`src/rtl/esp_uart_pkg.sv`:
```
// Shared definitions for the ESP32 UART link (receiver and transmitter).
// Holds the FSM state encoding, the counter width and the default bit divisor.
package esp_uart_pkg;

  localparam int DEFAULT_DIVISOR = 25;
  localparam int CNT_W           = 12;

  typedef enum logic [2:0] {
    IDLE  = 3'd0,
    START = 3'd1,
    DATA  = 3'd2,
    STOP  = 3'd3,
    BREAK = 3'd4
  } uart_state_e;

endpackage

```
`src/rtl/esp_uart_sync.sv`:
```
// Two-flop synchronizer for an asynchronous, idle-high serial line.
// Both flops reset to 1 so a reset never looks like a start bit.
module esp_uart_sync (
  input  logic clk,
  input  logic rst,
  input  logic d,
  output logic q
);

  logic meta;

  always_ff @(posedge clk or posedge rst) begin
    if (rst) begin
      meta <= 1'b1;
      q    <= 1'b1;
    end else begin
      meta <= d;
      q    <= meta;
    end
  end

endmodule

```
`src/rtl/esp_uart_rx.sv`:
```
// 8N1 UART receiver from the ESP32 feeding an RX FIFO, with RTS flow control
// and one-cycle framing/overrun error pulses.
module esp_uart_rx
  import esp_uart_pkg::*;
#(
  parameter int DIVISOR = DEFAULT_DIVISOR
) (
  input  logic       clk,
  input  logic       rst,
  input  logic       uart_rxd,
  output logic [7:0] fifo_wrdata,
  output logic       fifo_wr_en,
  input  logic       fifo_full,
  input  logic       fifo_almost_full,
  output logic       uart_rts_n,
  output logic       framing_err,
  output logic       overrun_err
);

  localparam logic [CNT_W-1:0] HALF_LOAD = CNT_W'(DIVISOR / 2 - 1);
  localparam logic [CNT_W-1:0] FULL_LOAD = CNT_W'(DIVISOR - 1);

  uart_state_e      state;
  logic [CNT_W-1:0] cnt;
  logic [2:0]       bit_idx;
  logic [7:0]       shift_reg;
  logic             rxd_s;

  esp_uart_sync u_sync (
    .clk (clk),
    .rst (rst),
    .d   (uart_rxd),
    .q   (rxd_s)
  );

  // The half-bit load in IDLE centres every later sample in its bit cell.
  always_ff @(posedge clk or posedge rst) begin
    if (rst) begin
      state       <= IDLE;
      cnt         <= '0;
      bit_idx     <= '0;
      shift_reg   <= '0;
      fifo_wrdata <= 8'h00;
      fifo_wr_en  <= 1'b0;
      framing_err <= 1'b0;
      overrun_err <= 1'b0;
      uart_rts_n  <= 1'b1;
    end else begin
      fifo_wr_en  <= 1'b0;
      framing_err <= 1'b0;
      overrun_err <= 1'b0;
      uart_rts_n  <= fifo_almost_full;
      case (state)
        IDLE: begin
          if (!rxd_s) begin
            state <= START;
            cnt   <= HALF_LOAD;
          end
        end
        START: begin
          if (cnt != '0) begin
            cnt <= cnt - 1'b1;
          end else if (!rxd_s) begin
            state   <= DATA;
            cnt     <= FULL_LOAD;
            bit_idx <= '0;
          end else begin
            state <= IDLE;
          end
        end
        DATA: begin
          if (cnt != '0) begin
            cnt <= cnt - 1'b1;
          end else begin
            shift_reg <= {rxd_s, shift_reg[7:1]};
            cnt       <= FULL_LOAD;
            if (bit_idx == 3'd7) begin
              state   <= STOP;
              bit_idx <= '0;
            end else begin
              bit_idx <= bit_idx + 1'b1;
            end
          end
        end
        STOP: begin
          if (cnt != '0) begin
            cnt <= cnt - 1'b1;
          end else if (rxd_s) begin
            state <= IDLE;
            if (!fifo_full) begin
              fifo_wrdata <= shift_reg;
              fifo_wr_en  <= 1'b1;
            end else begin
              overrun_err <= 1'b1;
            end
          end else begin
            framing_err <= 1'b1;
            state       <= BREAK;
          end
        end
        // Wait out a held-low line so it yields a single framing error.
        BREAK: begin
          if (rxd_s) state <= IDLE;
        end
        default: state <= IDLE;
      endcase
    end
  end

endmodule

```
`config.mk`:
```
export PLATFORM = sky130hd
export DESIGN_NAME = esp_uart_rx
export DESIGN_NICKNAME = d
export VERILOG_FILES = /design/src/rtl/esp_uart_pkg.sv /design/src/rtl/esp_uart_sync.sv /design/src/rtl/esp_uart_rx.sv
export SDC_FILE = /design/constraint.sdc
export NUM_CORES = 1
export LEC_CHECK = 0
export BUFFER_PORTS_ARGS = -buffer_cell sky130_fd_sc_hd__buf_2
export CAP_MARGIN = 10
export CORE_MARGIN = 3
export CORE_UTILIZATION = 55
export CTS_BUF_LIST = sky130_fd_sc_hd__clkbuf_16
export CTS_CLUSTER_DIAMETER = 50
export DETAILED_ROUTE_END_ITERATION = 12
export PLACE_DENSITY = 0.87
export SYNTH_ARGS = -nofsm -noshare
export SYNTH_HDL_FRONTEND = slang
export SYNTH_SLANG_ARGS = --single-unit
```
`constraint.sdc`:
```
create_clock -name clk -period 3 [get_ports clk]
set_input_delay 0.45 -clock clk [delete_from_list [all_inputs] [get_ports clk]]
set_output_delay 0.45 -clock clk [all_outputs]
set_load 0.01 [all_outputs]
```
### Word level (Yosys, flattened, before mapping)

Cells that the tools add are included.

| storage, ports and cells | value |
|---|---|
| output and inout port bits | 12 |
| bits in registers | 40 |
| bits of input ports | 5 |
| word-level logic and storage cells | 69 |

| operators by class | value |
|---|---|
| bitwise operators | 2 |
| equal/unequal tests | 14 |
| reductions and logical operators | 9 |
| muxes and demuxes | 31 |
| $add $sub $neg | 2 |

Operators by type and width:

| kind | count |
|---|---|
| $mux 12 | 5 |
| $pmux 12 s4 | 1 |
| $mux 3 | 11 |
| $pmux 3 s5 | 1 |
| $ne 2x2->1 const B | 7 |
| $reduce_and 4->1 | 3 |
| $reduce_bool 12->1 | 1 |
| $sub 12x1->12 const B | 1 |
| $mux 1 | 11 |
| $eq 3x2->1 const B | 2 |
| $eq 3x3->1 const B | 2 |
| $pmux 3 s2 | 1 |
| $reduce_and 6->1 | 1 |
| $reduce_bool 4->1 | 1 |
| $add 3x1->3 const B | 1 |
| $eq 3x1->1 const B | 1 |
| $logic_not 3->1 | 1 |
| $ne 3x3->1 const B | 1 |
| $mux 2 | 1 |
| $ne 2x1->1 const B | 1 |
| $not 1->1 | 2 |
| $reduce_and 2->1 | 1 |
| $reduce_bool 2->1 | 1 |

### Logic depth before layout (Yosys ltp)

| logic depth | value |
|---|---|
| depth in word-level cells | 4 |
| gate-level depth with buffers | 8 |
| mapped depth without buffers | 7 |

### Modules after synthesis

A second synthesis with hierarchy kept.

| second synthesis, totals | value |
|---|---|
| cell total of the unflattened synthesis | 174 |
| area, all modules | 2006.9 um^2 |

Modules (own cells, without submodules):

| module | instances | cells each | area each (um^2) |
|---|---|---|---|
| esp_uart_rx | 1 | 171 | 1950.6 |
| esp_uart_sync | 1 | 3 | 56.3 |

### Least setup slack after synthesis

OpenSTA, ideal clock, no wires.

| timing | value |
|---|---|
| kind | reg-to-reg |
| start | reg cnt[0] |
| end | reg fifo_wrdata[0] |
| period minus slack after synthesis | 2672 ps |
| arrival time | 2547 ps |
| path buffers | 1 |
| stages on the path, launching flop included | 8 |
| library setup time | 125 ps |
| slack | 328 ps |
| path through | dfrtp_1 > inv_1 > ha_1 > or4b_4 > or4_4 > or4b_4 > buf_6 > mux2_4 |

| on the way | value |
|---|---|
| cells in the longest elaborated chain, start to end | 3 |

Ends and longest elaborated chain:

| what | line | source |
|---|---|---|
| start: declaration | esp_uart_rx.sv:24 | `logic [CNT_W-1:0] cnt;` |
| start signal: assignment | esp_uart_rx.sv:62 | `cnt <= cnt - 1'b1;` |
| start signal: assignment | esp_uart_rx.sv:73 | `cnt <= cnt - 1'b1;` |
| start signal: assignment | esp_uart_rx.sv:87 | `cnt <= cnt - 1'b1;` |
| $reduce_bool 12->1 | esp_uart_rx.sv:86 | `if (cnt != '0) begin` |
| $not 1->1 (no line) | - |  |
| $reduce_and 4->1 (no line) | - |  |
| end signal: assignment | esp_uart_rx.sv:91 | `fifo_wrdata <= shift_reg;` |
| end: declaration | esp_uart_rx.sv:11 | `output logic [7:0] fifo_wrdata,` |

No other way between the ends.
A chain may end at the register's enable or synchronous reset.

### Worst setup path after layout

Ends and elaborated chain as after synthesis.

==> key figures <==
Placed design
  • Final Wtd Congestion: 0.836
  • Detailed placement HPWL: 2.61 mm
  • Port bufs: 16
  • Placed cells: 234

Detailed routing
  • Vias: 1391
  • Final WL: 3.82 mm
  • DRC: 0
  • ANT nets after route: 0
  • Vias/cell: 5.75
  • Initial DRT Pass Iterations: 5
  • First DRT Iteration DRCs: 88
  • Routed len/inst: 15.8 um

Synth
  • Synth top area share: 49.0%
  • Ys Warns: 0
  • Synth Cell Area: 0.00189 mm2
  • Avg Cell Area, Syn: 10.7 um2
  • Top cells by area, synth: dfrtp_1, mux2_4, nand2_1
  • Synth Instances: 177
  • Async SR Flop Fraction: 100%
  • Dominant synthesized flop cell: dfrtp_1
  • Mapped Nets: 186
  • Top cell type by total area after synthesis: dfrtp_1
  • Seq cells post-synth: 40
  • Sequential area share after synthesis: 53.2%
  • Synth cell types: 38
  • Post-synth EDFFs: 0

Global route
  • Total gr overflow: 0
  • Antenna violations before repair: 0
  • GR Util met1: 23.7%
  • Vias in the first global route: 1409
  • All-Layer GR Usage: 21.0%
  • First-pass GRT wire length: 6.58 mm
  • Gr busiest metal: met2
  • M2 GR Usage: 37.1%
  • Largest net degree at the start of global routing: 41
  • GRT met3 Usage: 4.68%

Cells and area
  • Final net count: 206
  • Max reg flops: 12
  • Most common cell after layout, fill and taps aside: dfrtp_1
  • Layout cells sized above 1: 22.2%
  • Post-Layout Cell Count: 242
  • Commonest non-fill, non-tap cells in the layout: dfrtp_1, nand2_1, nor2_1, buf_2
  • Layout Area Growth over Synthesis: 15.4%
  • Layout fillers: 238
  • Area of the multi-input gates: 835 um2
  • ANT cells: 0
  • Register area: 0.00100 mm2

Run
  • Max-cap violations: 0

CTS
  • Post-cts resize count: 0
  • Clk sink count: 40
  • Clock Path Buffers: 2
  • CTS Hold Buffers Added: 0
  • CTS root buffer: clkbuf_16
  • TritonCTS clock tree: done
  • Total CTS buffers: 5
  • Post-CTS setup buffers: 0
  • Latest clock arrival within the worst-skew pair: 0.28 ns
  • H-tree Lvls: 2
  • Reg clk slew, reported paths: 0.06 ns

Critical path
  • Type of origin of the critical path: flop
  • Worst path required time: 3.17 ns
  • Crit path max fanout: 9
  • CP endpoint kind: flop
  • Internal reg-to-reg setup slack: 0.19 ns
  • Arrival time worst endpoint: 2.98 ns
  • Crit Path Category: reg2reg

Timing
  • Final setup vio count: 0
  • Maximum achievable frequency: 356 MHz
  • Fin. max-slew vios: 0
  • Least-Margin Pin Slew: 0.591 ns
  • Final Cycle Share: 93.7%
  • Min Hold Slack: 0.267 ns
  • TNS Setup: 0 ns
  • RSZ-0062 raised after global routing: no
  • Tmin final: 2.81 ns
  • Fin. Hold Viols: 0
  • Setup Skew: 0.00434 ns
  • Rel. slew slack: 60.4%

Floorplanning
  • Die Area: 0.00417 mm2
  • DIE HEIGHT: 64.6 um
  • Boundary Pins: 17
  • Number of rows in the core area: 20
  • Die Wd: 64.6 um
  • Core area: 0.00315 mm2
  • Starting Density: 59.9%

Pwr
  • Power Dens Cells: 799 mW/mm2
  • Leak Pwr: 1.08 nW
  • Peak supply drop: 0.606 mV

Worst hold path
  • Tightest Hold Check Type: in2reg

Outcome
  • Outcome: finished clean
==> routing by layer <==
layer	routed length, um	vias to the layer above
met2	2030	32
met3	134	8
met5	0	-
li1	-	668
met1	1590	683
met4	75	0
==> power by group <==
part           leakage, nW  switching (mW)  total (mW)  internal, mW
Combinational        0.475           0.228       0.412         0.184
Clock               0.0850           0.198       0.585         0.387
Sequential           0.523           0.115       0.743         0.628
==> path summary, 6_finish.rpt <==
kind,cells past startpoint,from,endpoint
setup / recovery,6,cnt[0],fifo_wrdata[0]
hold / removal,1,fifo_almost_full,uart_rts_n
setup reg to reg,6,cnt[0],fifo_wrdata[0]
hold reg to reg,0,u_sync.meta,u_sync.q
max in group asynchronous,3,rst,u_sync.q
min in group asynchronous,3,rst,cnt[0]
==> logic make-up after synthesis <==
kind of cell               after synthesis  share of synthesized area [%]
AOI/OAI and AO/OA                       31                           11.6
xor gates and xnor gates                 6                           2.78
adders and majority gates                4                           2.65
buffers and inverters                   11                           2.65
DFF                                     40                           53.2
muxes                                    9                           6.89
and+or+nand+nor                         76                           20.3
==> metrics by stage <==
| stage | setup slack, ns | cell area, um2 | utilization, % | power (mW) |
|---|---|---|---|---|
| 2_1_floorplan | 0.328 | 1890 | - | 1.04 |
| 3_3_place_gp | 0.300 | 2020 | 63.9 | 1.11 |
| 3_5_place_dp | 0.216 | 2020 | 63.9 | 1.15 |
| 4_1_cts | 0.212 | 2180 | 69.1 | 1.74 |
| 5_1_grt | 0.113 | 2180 | 69.1 | 1.84 |
| 6_report | 0.189 | 2180 | 69.1 | 1.74 |
==> layout make-up <==
class | count | share of cell area, %
multi-input combinational | 126 | 38.3
clock buffer | 5 | 5.74
sequential | 40 | 46.1
tap | 44 | 2.53
inverter | 5 | 0.861
clock inverter | 3 | 1.78
timing repair buffer | 19 | 4.71
==> Yosys cell counts (all sizes together), types with 2 or more instances <==
master,n
a211oi,8
a21oi,7
a22o,2
and3,2
buf,2
clkbuf,4
dfrtp,37
dfstp,3
ha,4
inv,5
mux2,8
nand2,29
nand2b,2
nand3,2
nor2,16
nor2b,2
nor3,5
nor4,2
o21ai,3
o22a,2
o31ai,2
or2,3
or3,4
or4,5
or4b,2
xnor2,6
==> worst max-delay path, cell delays in order (launching register included) <==
cell     delay (ns)
dfrtp_1        0.41
inv_1          0.10
ha_1           0.16
or4b_4         0.49
or4_4          0.54
or4b_4         0.65
mux2_4         0.34
No activity file was read; power rests on OpenSTA's default activity.
